## src/rtl/cdb_arbiter_pkg.sv

```systemverilog
// Shared types and constants for the common data bus arbiter.
package cdb_arbiter_pkg;

  localparam int CDB_NUM_REQ = 4;
  localparam int CDB_TAG_W   = 3;
  localparam int CDB_DATA_W  = 32;

  // One result as presented by an ALU and as broadcast on the CDB.
  typedef struct packed {
    logic [CDB_TAG_W-1:0]  tag;
    logic [CDB_DATA_W-1:0] data;
  } cdb_req_t;

  // Rotating-priority pointer value after producer w has been granted.
  function automatic int unsigned rr_next(input int unsigned w, input int unsigned n);
    return (w + 1) % n;
  endfunction

endpackage

```

## src/rtl/cdb_arbiter_rr.sv

```systemverilog
// Combinational rotating-priority picker: searches req starting at ptr and
// returns a one-hot grant plus the winning index.
module cdb_arbiter_rr
  import cdb_arbiter_pkg::*;
#(
  parameter int NUM_REQ = CDB_NUM_REQ,
  parameter int PW      = (NUM_REQ > 1) ? $clog2(NUM_REQ) : 1
) (
  input  logic [NUM_REQ-1:0] req_i,
  input  logic [PW-1:0]      ptr_i,
  output logic [NUM_REQ-1:0] grant_o,
  output logic [PW-1:0]      win_o,
  output logic               any_o
);

  // First set request at or after ptr (wrapping) wins.
  always_comb begin
    grant_o = '0;
    win_o   = '0;
    any_o   = 1'b0;
    for (int k = 0; k < NUM_REQ; k++) begin
      int unsigned j;
      j = (32'(k) + 32'(ptr_i)) % NUM_REQ;
      if (!any_o && req_i[j]) begin
        any_o      = 1'b1;
        grant_o[j] = 1'b1;
        win_o      = PW'(j);
      end
    end
  end

endmodule

```

## src/rtl/cdb_arbiter.sv

```systemverilog
// CDB arbiter: one holding buffer per ALU, round-robin broadcast of one
// registered {tag, data} per cycle, and a one-hot ROB strobe.
module cdb_arbiter
  import cdb_arbiter_pkg::*;
#(
  parameter int NUM_REQ = CDB_NUM_REQ,
  parameter int TAG_W   = CDB_TAG_W,
  parameter int DATA_W  = CDB_DATA_W
) (
  input  logic                           clk,
  input  logic                           rst,
  input  logic                           flush,
  input  logic [NUM_REQ-1:0]             req_valid,
  input  logic [NUM_REQ-1:0][TAG_W-1:0]  req_tag,
  input  logic [NUM_REQ-1:0][DATA_W-1:0] req_data,
  output logic [NUM_REQ-1:0]             req_ready,
  output logic                           cdb_valid,
  output logic [TAG_W-1:0]               cdb_tag,
  output logic [DATA_W-1:0]              cdb_data,
  output logic [(2**TAG_W)-1:0]          rob_set_valid
);

  localparam int PW = (NUM_REQ > 1) ? $clog2(NUM_REQ) : 1;

  logic [NUM_REQ-1:0] buf_valid_q;
  logic [TAG_W-1:0]   buf_tag_q  [NUM_REQ];
  logic [DATA_W-1:0]  buf_data_q [NUM_REQ];
  logic [PW-1:0]      ptr_q, ptr_d;
  logic               cdb_valid_q;
  logic [TAG_W-1:0]   cdb_tag_q;
  logic [DATA_W-1:0]  cdb_data_q;

  logic [NUM_REQ-1:0] grant;
  logic [PW-1:0]      win;
  logic               any_grant;

  cdb_arbiter_rr #(
    .NUM_REQ (NUM_REQ),
    .PW      (PW)
  ) u_rr (
    .req_i   (buf_valid_q),
    .ptr_i   (ptr_q),
    .grant_o (grant),
    .win_o   (win),
    .any_o   (any_grant)
  );

  // A granted buffer drains this edge, so it can take a new result at once.
  // Flush deliberately does not gate ready; it only blocks the capture.
  always_comb begin
    req_ready = ~buf_valid_q | grant;
    ptr_d     = any_grant ? PW'(rr_next(32'(win), NUM_REQ)) : ptr_q;
  end

  // Buffers, rotating pointer and broadcast registers.
  always_ff @(posedge clk) begin
    if (rst) begin
      buf_valid_q <= '0;
      ptr_q       <= '0;
      cdb_valid_q <= 1'b0;
      cdb_tag_q   <= '0;
      cdb_data_q  <= '0;
    end else if (flush) begin
      buf_valid_q <= '0;
      ptr_q       <= '0;
      cdb_valid_q <= 1'b0;
    end else begin
      for (int i = 0; i < NUM_REQ; i++) begin
        if (req_valid[i] && req_ready[i]) begin
          buf_valid_q[i] <= 1'b1;
          buf_tag_q[i]   <= req_tag[i];
          buf_data_q[i]  <= req_data[i];
        end else if (grant[i]) begin
          buf_valid_q[i] <= 1'b0;
        end
      end
      ptr_q       <= ptr_d;
      cdb_valid_q <= any_grant;
      if (any_grant) begin
        cdb_tag_q  <= buf_tag_q[win];
        cdb_data_q <= buf_data_q[win];
      end
    end
  end

  // ROB strobe follows the broadcast registers directly.
  always_comb begin
    rob_set_valid = '0;
    if (cdb_valid_q) rob_set_valid[cdb_tag_q] = 1'b1;
  end

  assign cdb_valid = cdb_valid_q;
  assign cdb_tag   = cdb_tag_q;
  assign cdb_data  = cdb_data_q;

endmodule

```

## config.mk

```make
export PLATFORM = sky130hd
export DESIGN_NAME = cdb_arbiter
export DESIGN_NICKNAME = d
export VERILOG_FILES = /design/src/rtl/cdb_arbiter_pkg.sv /design/src/rtl/cdb_arbiter_rr.sv /design/src/rtl/cdb_arbiter.sv
export SDC_FILE = /design/constraint.sdc
export NUM_CORES = 1
export LEC_CHECK = 0
export ABC_CLOCK_PERIOD_IN_PS = 6740
export CORE_UTILIZATION = 52
export DETAILED_ROUTE_END_ITERATION = 7
export PLACE_DENSITY = 0.84
export SLEW_MARGIN = 20
export SYNTH_ARGS = -nofsm -noshare
export SYNTH_HDL_FRONTEND = slang
export SYNTH_SLANG_ARGS = --single-unit
```

## constraint.sdc

```tcl
create_clock -name clk -period 6.74 [get_ports clk]
set_clock_uncertainty 0.15 [all_clocks]
set_input_delay 1.011 -clock clk [delete_from_list [all_inputs] [get_ports clk]]
set_output_delay 1.011 -clock clk [all_outputs]
set_load 0.02 [all_outputs]
```

# == Word level (Yosys, flattened, before mapping) ==
# Memory sizes are Yosys's and may differ from the RTL's. A register that Yosys moved wholly into a read port is not among the register bits.
# Cells that the tools add are included.
# word_totals
reg_bits,7
ram_bits,140
in_bits,147
output_inout_bits,48
elab_cells,104
memories,2
# memory_table
memory,words,width,read_ports,rd_clocked_by_memory_dff,wr,line,source
buf_data_q,4,32,1,1,4,cdb_arbiter.sv:27,logic [DATA_W-1:0] buf_data_q [NUM_REQ];
buf_tag_q,4,3,1,1,4,cdb_arbiter.sv:26,logic [TAG_W-1:0] buf_tag_q [NUM_REQ];
# op_classes
add_sub_neg,4
magnitude_cmp,10
muxes,55
n_bitwise,6
n_reduce_logical,21
# op_table
operator,count
1-bit two-way mux,37
4-bit two-way mux,4
4-bit OR,4
1-bit logical AND,12
"2-bit by 3-bit less-than comparator with 1-bit output, second input constant",4
1-bit binary-select mux with 2-bit select,4
1-bit demux with 2-bit select,4
"2-bit by 1-bit greater-or-equal comparator with 1-bit output, second input constant",4
2-bit two-way mux,4
8-bit two-way mux,1
2-bit nonzero test,4
"2-bit adder, first input constant",2
"3-bit by 4-bit less-than comparator with 1-bit output, second input constant",1
4-bit inverter,1
1-bit demux with 3-bit select,1
"3-bit by 1-bit greater-or-equal comparator with 1-bit output, second input constant",1
1-bit logical NOT,3
"1-bit by 2-bit adder with 2-bit output, first input constant",1
"2-bit by 1-bit adder with 2-bit output, second input constant",1
2-bit AND reduction,1
2-bit OR reduction,1
1-bit inverter,1

# == Depth between registers and ports, before layout ==
# Gate-level depths: netlist (run 1).
# depth
word_depth,18
mapped_depth,12
depth_no_buf,8

# == By module ==
# From an unflattened synthesis (run 1), not the netlist that was laid out.
# hier_totals
hier_cells,408
hier_area_um2,6966.7
# by_module_without_submodules
module,n_inst,cells_each,area_each_um2,seq_area_each_um2
cdb_arbiter,1,363,6545.0,5044.8
cdb_arbiter_rr,1,45,421.7,0.0

# == Least setup slack after synthesis (run 1) ==
# OpenSTA, ideal clock, no wires.
# synth_timing
path_kind,register -> register
start,register ptr_q[0]
end,"memory buf_data_q[0][0] (netlist bit), enable pin"
setup_ns,0.396
arrival_time_ns,3.609
t_required_ns,6.194
setup_slack_ns,2.585
stages_incl_launch_ff,10
path_buffers,2
synth_period_minus_slack_ns,4.155
path_cell_list,dfxtp_1 > buf_2 > inv_1 > ha_1 > buf_6 > mux4_2 > nor4b_1 > nand2_1 > nand3_1 > and3_1
# synth_lines
element,line,source
start: declaration,cdb_arbiter.sv:28,"logic [PW-1:0] ptr_q, ptr_d;"
start signal: assignment,cdb_arbiter.sv:77,ptr_q <= ptr_d;
end: declaration,cdb_arbiter.sv:27,

# == Worst setup path after layout (run 1) ==
# layout_timing
start,register ptr_q[0]
end,output port req_ready[1]
# layout_between
elab_chain_len,13
elab_cells_between_ends,48
classes_between,add/sub: 3; order compare: 8; mux: 23; bitwise: 4; reduce/logical: 10
# layout_rtl
element,line,source
"parallel branches: the longest is 11 deep, another holds 2-bit by 3-bit less-than comparator with 1-bit output",n/a,
4-bit two-way mux *,cdb_arbiter_rr.sv:24,if (!any_o && req_i[j]) begin
4-bit OR *,cdb_arbiter.sv:51,req_ready = ~buf_valid_q | grant;
end: declaration,cdb_arbiter.sv:16,"output logic [NUM_REQ-1:0] req_ready,"
# Mark *: on every way between the ends. The select of a mux whose other input is x is not followed.

==> results of run 1 <==
==> critical path: stages, from the launching register on <==
cell and delay, ns:
sky130_fd_sc_hd__dfxtp_1 0.74, sky130_fd_sc_hd__inv_1 0.18, sky130_fd_sc_hd__ha_1 0.48, sky130_fd_sc_hd__mux4_2 0.65, sky130_fd_sc_hd__nor4b_1 0.63, sky130_fd_sc_hd__nand2_1 0.17, sky130_fd_sc_hd__nand3_1 0.17, sky130_fd_sc_hd__clkdlybuf4s50_1 0.63
==> routing by layer <==
metal | GRT usage (%) | vias up | part of all wire, %
li1 | - | 2022 | -
met1 | 28.83 | 2216 | 39
met2 | 43.24 | 193 | 53
met3 | 5.405 | 28 | 5.9
met4 | 9.573 | 0 | 2.1
met5 | 0 | - | 0
==> cells by family after synthesis <==
logic type | count (synthesis) | synth area share (%)
adder cells (fa/ha/maj) | 6 | 1.062
AND/OR/NAND/NOR | 56 | 4.443
AO/OA/AOI/OAI | 88 | 13.93
XOR/XNOR | 1 | 0.1239
flip-flops | 182 | 71.38
buffers and inverters | 29 | 2.531
multiplexers | 41 | 6.532
==> worst paths after layout <==
path	startpoint	cells after the start	endpoint	slack (ns)
setup reg to reg	ptr_q[0]	7	buf_data_q[0][11]	2.30
setup / recovery	ptr_q[0]	7	req_ready[1]	1.52
hold / removal	buf_data_q[3][19]	1	cdb_data[19]	0.32
hold reg to reg	buf_data_q[3][19]	1	cdb_data[19]	0.32
==> sequential cells by signal, indices dropped and copies added (netlist names) <==
| signal | flops |
|---|---|
| cdb_data | 32 |
| buf_tag_q | 12 |
| ptr_q | 2 |
| buf_data_q | 128 |
| buf_valid_q | 4 |
| cdb_valid | 1 |
| cdb_tag | 3 |
==> report_power, final <==
group	switching (W)	total, W	internal (W)
combinational	0.000165	0.000352	0.000187
sequential	0.0000327	0.00130	0.00127
clock	0.000409	0.00104	0.000626
==> area by class of cell <==
| type | instances | area, µm² | share of cell area [%] |
|---|---|---|---|
| Inverter | 8 | 30.03 | 0.3072 |
| Timing Repair Buffer | 198 | 1972 | 20.17 |
| Sequential cell | 182 | 5045 | 51.61 |
| Clock buffer | 22 | 484.2 | 4.954 |
| Multi-Input combinational cell | 192 | 1881 | 19.24 |
| Tap cell | 176 | 220.2 | 2.253 |
| Clock inverter | 10 | 142.6 | 1.459 |
==> metrics by stage <==
step / hold WS, ns / setup WS, ns
4_1_cts: 0.3203 / 1.571
3_3_place_gp: 0.3014 / 2.261
5_1_grt: 0.3277 / 1.225
6_report: 0.3221 / 1.523
2_1_floorplan: 0.2983 / 2.585
3_5_place_dp: 0.3061 / 2.037
==> Yosys cell counts (all sizes together) <==
| cell type | n | area share (%) |
|---|---|---|
| edfxtp | 140 | 59 |
| dfxtp | 42 | 12 |
| mux2i | 36 | 5.1 |
| a221o | 33 | 4.7 |
| o2bb2ai | 33 | 6.7 |
| buf | 20 | 2.1 |
| nor2 | 15 | 0.87 |
| nand2 | 12 | 0.67 |
| inv | 8 | 0.42 |
| ha | 6 | 1.1 |
| nand3 | 6 | 0.50 |
| a21oi | 5 | 0.35 |
| nand2b | 5 | 0.44 |
| a222oi | 4 | 0.57 |
| and3 | 4 | 0.35 |
| mux4 | 4 | 1.3 |
| o21ai | 4 | 0.34 |
| nor2b | 3 | 0.37 |
| a21o | 2 | 0.21 |
| a32oi | 2 | 0.25 |
| nor3 | 2 | 0.14 |
| nor3b | 2 | 0.21 |
| or2 | 2 | 0.18 |
| a2111oi | 1 | 0.39 |
| a31oi | 1 | 0.089 |
| and2 | 1 | 0.089 |
| clkbuf | 1 | 0.053 |
| mux2 | 1 | 0.16 |
| nand4 | 1 | 0.089 |
| nor4 | 1 | 0.30 |
| nor4b | 1 | 0.12 |
| o211ai | 1 | 0.11 |
| o21bai | 1 | 0.11 |
| o31ai | 1 | 0.11 |
| or4 | 1 | 0.11 |
| xor2 | 1 | 0.12 |
==> impl_metrics.yaml, run 1 <==
layout:
  n_antenna_cell: 0
  fin_cells: 788
  finalInstanceArea_um2: 9774
  num-nets-final: 752
  layout_common_cells: "sky130_fd_sc_hd__clkdlybuf4s50_1 (194), sky130_fd_sc_hd__edfxtp_1 (140), sky130_fd_sc_hd__dfxtp_1 (42), sky130_fd_sc_hd__mux2i_1 (36), sky130_fd_sc_hd__a221o_1 (33)"
  share_of_final_layout_standard_cells_stronger_than_drive_strength_1_pct: 14.05
  area_growth_syn_to_layout_pct: 38.29
  mostFrequentLayoutCell: "sky130_fd_sc_hd__clkdlybuf4s50_1"
  fillerInstances: 858
  postLayoutCoreUtil_pct: 73.81
synthesis:
  synthesis.area_um2: 7068
  synth-seq-cells: 182
  syn_nets: 556
  synth.yosys.seq_area_share_pct: 71.38
  netlist_instances: 403
  synth_cell_types: 45
  ys_warns: 0
  avgSynthCellArea_um2: 17.54
placement:
  final_estimated_routing_congestion_in_global_placement: 0.8707
  io_buffers: 194
  placed_cells: 756
  dp_hpwl_mm: 10.66
  placed_area_um2: 9148
worst_setup_path:
  critPathLaunchType: "flip-flop"
  crit_path_max_fanout: 19
  critPathArrivalTime_ns: 4.06
  worst_setup_path_end_kind: "primary output"
  worst_ep_required_time_ns: 5.58
  worst-setup-path-type: "flip-flop to primary output"
cts:
  clock_tree.buffer_depth: 2
  cts.htree.levels: 4
  clock_buffers_created_by_tritoncts: 17
  ctsResizeCount: 0
  clock-sinks: 182
  tritoncts: "built"
  clockRootBuffer: "sky130_fd_sc_hd__clkbuf_16"
  cts_hold_buffers: 0
  clk_latency_ns: 0.42
  number_of_buffers_added_for_setup_after_cts: 0
  clk_pin_slew_worst_paths_ns: 0.07
die:
  floorplan.die_area_um2: 14060
  core_region_area_um2: 13240
  design.portCount: 195
  start_util_pct: 53.37
  dieHeight_um: 118.6
  die_w_um: 118.6
  rows: 42
timing:
  unrepaired_setup_endpoints_after_global_routing: "false"
  timing.fmax_ghz: 0.1917
  finalCritPeriodShare_pct: 77.41
  timing_worst_slew_pin_value_ns: 1.104
  finalHoldViolations: 0
  setup-violations-final: 0
  finalMaxSlewViolations: 0
  timing.setup.tns_ns: 0
  fin_crit_ns: 5.217
  slew_headroom_pct: 26.38
grt:
  grt_overflow: 0
  grt_first_pass_wirelength_mm: 25.36
  grtUsageTotal_pct: 24.43
  maximum_number_of_pins_on_one_net_before_global_route_repair: 36
  first_global_vias: 4679
  antenna_violations_before_repair: 0
detailed_routing:
  drcViolationCount: 0
  detailedRoute.firstIterationViolations: 302
  routed-via-count: 4459
  avgRoutedWirePerCell_um: 21.32
  drtPass1Iterations: 7
  total_routed_wirelength_mm: 16.80
  avgViaCountPerCell: 5.659
  detail-route-antenna-nets: 0
outcome:
  status: "finished clean"
power_and_ir_drop:
  power_density_nw_per_um2: 274.8
  ir_drop_mv: 0.1670
  total_power_w: 0.002686
  power_leakage_nw: 3.285
flow_run:
  timing.max_cap.violations: 0
worst_hold_path:
  min_path_type: "flip-flop to flip-flop"
Power figures use the tool's default switching activity.
==> inputs of run 2 (changes only) <==
--- a/config.mk
+++ b/config.mk
@@ -5,10 +5,10 @@
 export SDC_FILE = /design/constraint.sdc
 export NUM_CORES = 1
 export LEC_CHECK = 0
-export ABC_CLOCK_PERIOD_IN_PS = 6740
-export CORE_UTILIZATION = 52
+export ABC_CLOCK_PERIOD_IN_PS = 4900
+export CORE_UTILIZATION = 48
 export DETAILED_ROUTE_END_ITERATION = 7
-export PLACE_DENSITY = 0.84
+export PLACE_DENSITY = 0.78
 export SLEW_MARGIN = 20
 export SYNTH_ARGS = -nofsm -noshare
 export SYNTH_HDL_FRONTEND = slang
==> constraint.sdc (replaced) <==
create_clock -name clk -period 4.9 [get_ports clk]
set_clock_uncertainty 0.15 [all_clocks]
set_input_delay 0.735 -clock clk [delete_from_list [all_inputs] [get_ports clk]]
set_output_delay 0.735 -clock clk [all_outputs]
set_load 0.02 [all_outputs]
==> impl_metrics.yaml, run 2 (synthesis gave the netlist of run 1 again) <==
cts:
  clock_tree.buffer_depth: 2
  tritoncts: "built"
  clockRootBuffer: "sky130_fd_sc_hd__clkbuf_16"
  cts.htree.levels: 4
  clk_latency_ns: 0.42
  clk_pin_slew_worst_paths_ns: 0.07
  clock-sinks: 182
  clock_buffers_created_by_tritoncts: 17
timing:
  unrepaired_setup_endpoints_after_global_routing: "false"
  timing_worst_slew_pin_value_ns: 0.9519
  finalMaxSlewViolations: 0
  timing.setup.tns_ns: 0
  timing.fmax_ghz: 0.2127
  fin_crit_ns: 4.700
  finalHoldViolations: 0
  slew_headroom_pct: 36.39
  finalCritPeriodShare_pct: 95.93
  setup-violations-final: 0
layout:
  sequential_cell_area_in_the_final_layout_um2: 5046
  share_of_final_layout_standard_cells_stronger_than_drive_strength_1_pct: 15.46
  area_growth_syn_to_layout_pct: 40.18
  fin_cells: 801
  multi_input_area_um2: 1881
  num-nets-final: 761
  postLayoutCoreUtil_pct: 70.29
  mostFrequentLayoutCell: "sky130_fd_sc_hd__clkdlybuf4s50_1"
  layout_common_cells: "sky130_fd_sc_hd__clkdlybuf4s50_1 (194), sky130_fd_sc_hd__edfxtp_1 (140), sky130_fd_sc_hd__dfxtp_1 (41), sky130_fd_sc_hd__mux2i_1 (36), sky130_fd_sc_hd__a221o_1 (33)"
  fillerInstances: 943
  n_antenna_cell: 0
  largest_register_ff_count: 128
  registers.top_by_ff_count: "buf_data_q"
flow_run:
  timing.max_cap.violations: 0
grt:
  maximum_number_of_pins_on_one_net_before_global_route_repair: 39
  grt-busiest-layer: "met2"
  antenna_violations_before_repair: 0
  grtUsageTotal_pct: 23.01
  grt_overflow: 0
  global_route.usage.met3_pct: 4.751
  met1_usage_pct: 28.24
  grt_first_pass_wirelength_mm: 25.03
  first_global_vias: 4617
  groute.layer.met2.usage_pct: 40.08
placement:
  placed_cells: 769
  final_estimated_routing_congestion_in_global_placement: 0.7866
  dp_hpwl_mm: 11.90
  io_buffers: 194
worst_setup_path:
  beginning_of_the_critical_path: "ptr_q[0]"
  cell_by_cell_listing_of_the_critical_path: "inv_1 -> ha_1 -> mux4_2 -> nor4b_1 -> nand2_1 -> nand3_1 -> clkdlybuf4s50_1"
  slowest_stage: "sky130_fd_sc_hd__nor4b_1"
  critPathArrivalTime_ns: 3.82
  worst_setup_path_end_kind: "primary output"
  r2r_start: "ptr_q[0]"
  critPathLaunchType: "flip-flop"
  crit_path_max_fanout: 19
  worst-setup-path-type: "flip-flop to primary output"
  max_stage_delay_ns: 0.67
  timing.reg2reg.setup_slack_ns: 0.78
  worst_ep_required_time_ns: 4.01
power_and_ir_drop:
  total_power_w: 0.003796
  ir_drop_mv: 0.2485
  power_density_nw_per_um2: 383.1
  power_leakage_nw: 3.351
die:
  rows: 43
  design.portCount: 195
  die_w_um: 123.3
  dieHeight_um: 123.3
  core_region_area_um2: 14100
  start_util_pct: 50.14
  floorplan.die_area_um2: 15210
detailed_routing:
  avgRoutedWirePerCell_um: 21.32
  detail-route-antenna-nets: 0
  detailedRoute.firstIterationViolations: 329
  drcViolationCount: 0
  total_routed_wirelength_mm: 17.07
  drtPass1Iterations: 5
  avgViaCountPerCell: 5.600
  routed-via-count: 4486
outcome:
  status: "finished clean"
worst_hold_path:
  hold_path_startpoint: "buf_data_q[3][20]"
  min_path_type: "flip-flop to flip-flop"
-- run 2: cell count changes in the layout (fill, tap and decap cells not counted), moves of 2 or more --
cell | previous run | this run
sky130_fd_sc_hd__buf_4 | 4 | 12
sky130_fd_sc_hd__clkbuf_8 | 4 | 1
sky130_fd_sc_hd__clkbuf_16 | 17 | 19
sky130_fd_sc_hd__clkinv_2 | 2 | 0
-- run 2: routing by layer --
metal	vias up	part of all wire, %	wire (µm)
met5	-	0	0
met4	0	1.7	292
met3	18	6.4	1087
met2	210	52	8941
met1	2214	40	6753
li1	2044	-	-
-- run 2: cell type report --
| cell class | count | share of cell area [%] |
|---|---|---|
| sequential | 182 | 50.93 |
| timing repair buffer | 207 | 20.71 |
| multi-input combinational | 192 | 18.98 |
| clock buffer | 21 | 4.975 |
| tap | 180 | 2.273 |
| clock inverter | 11 | 1.831 |
| inverter | 8 | 0.3031 |
-- run 2: worst paths after layout --
kind                            end  depth (start not counted)
hold reg to reg        cdb_data[20]                          1
hold / removal         cdb_data[20]                          1
setup reg to reg  buf_data_q[2][23]                          8
setup / recovery       req_ready[2]                          7
-- run 2: metrics by stage --
stage               hold WS (ns)  instance area (µm²)  worst slack, ns
floorplan                 0.2983                 7068           0.7454
global placement          0.2991                 9233           0.6687
detailed placement        0.3044                 9233           0.4906
CTS                       0.3166                 9907          0.03915
global route              0.3254                 9908          0.03741
finish                    0.3187                 9908           0.1996
-- run 2: repair_timing --
item                       4_1_cts  5_1_grt
setup buffers                    0        0
hold buffers                     0        0
hold endpoints to repair         0        0
gates resized for setup          0        1
setup endpoints to repair        0        4
-- run 2: critical path, delay by kind of cell (launching register included) --
family,cells,cell delay [ns]
adder cells (fa/ha/maj),1,0.45
buffers and inverters,2,0.77
multiplexers,1,0.63
flip-flops,1,0.54
AND/OR/NAND/NOR,3,0.99
-- run 2: power breakdown --
group	switching (W)	total [W]	internal (W)
logic	0.000229	0.000491	0.000262
clock network	0.000580	0.00152	0.000939
registers	0.0000452	0.00179	0.00174
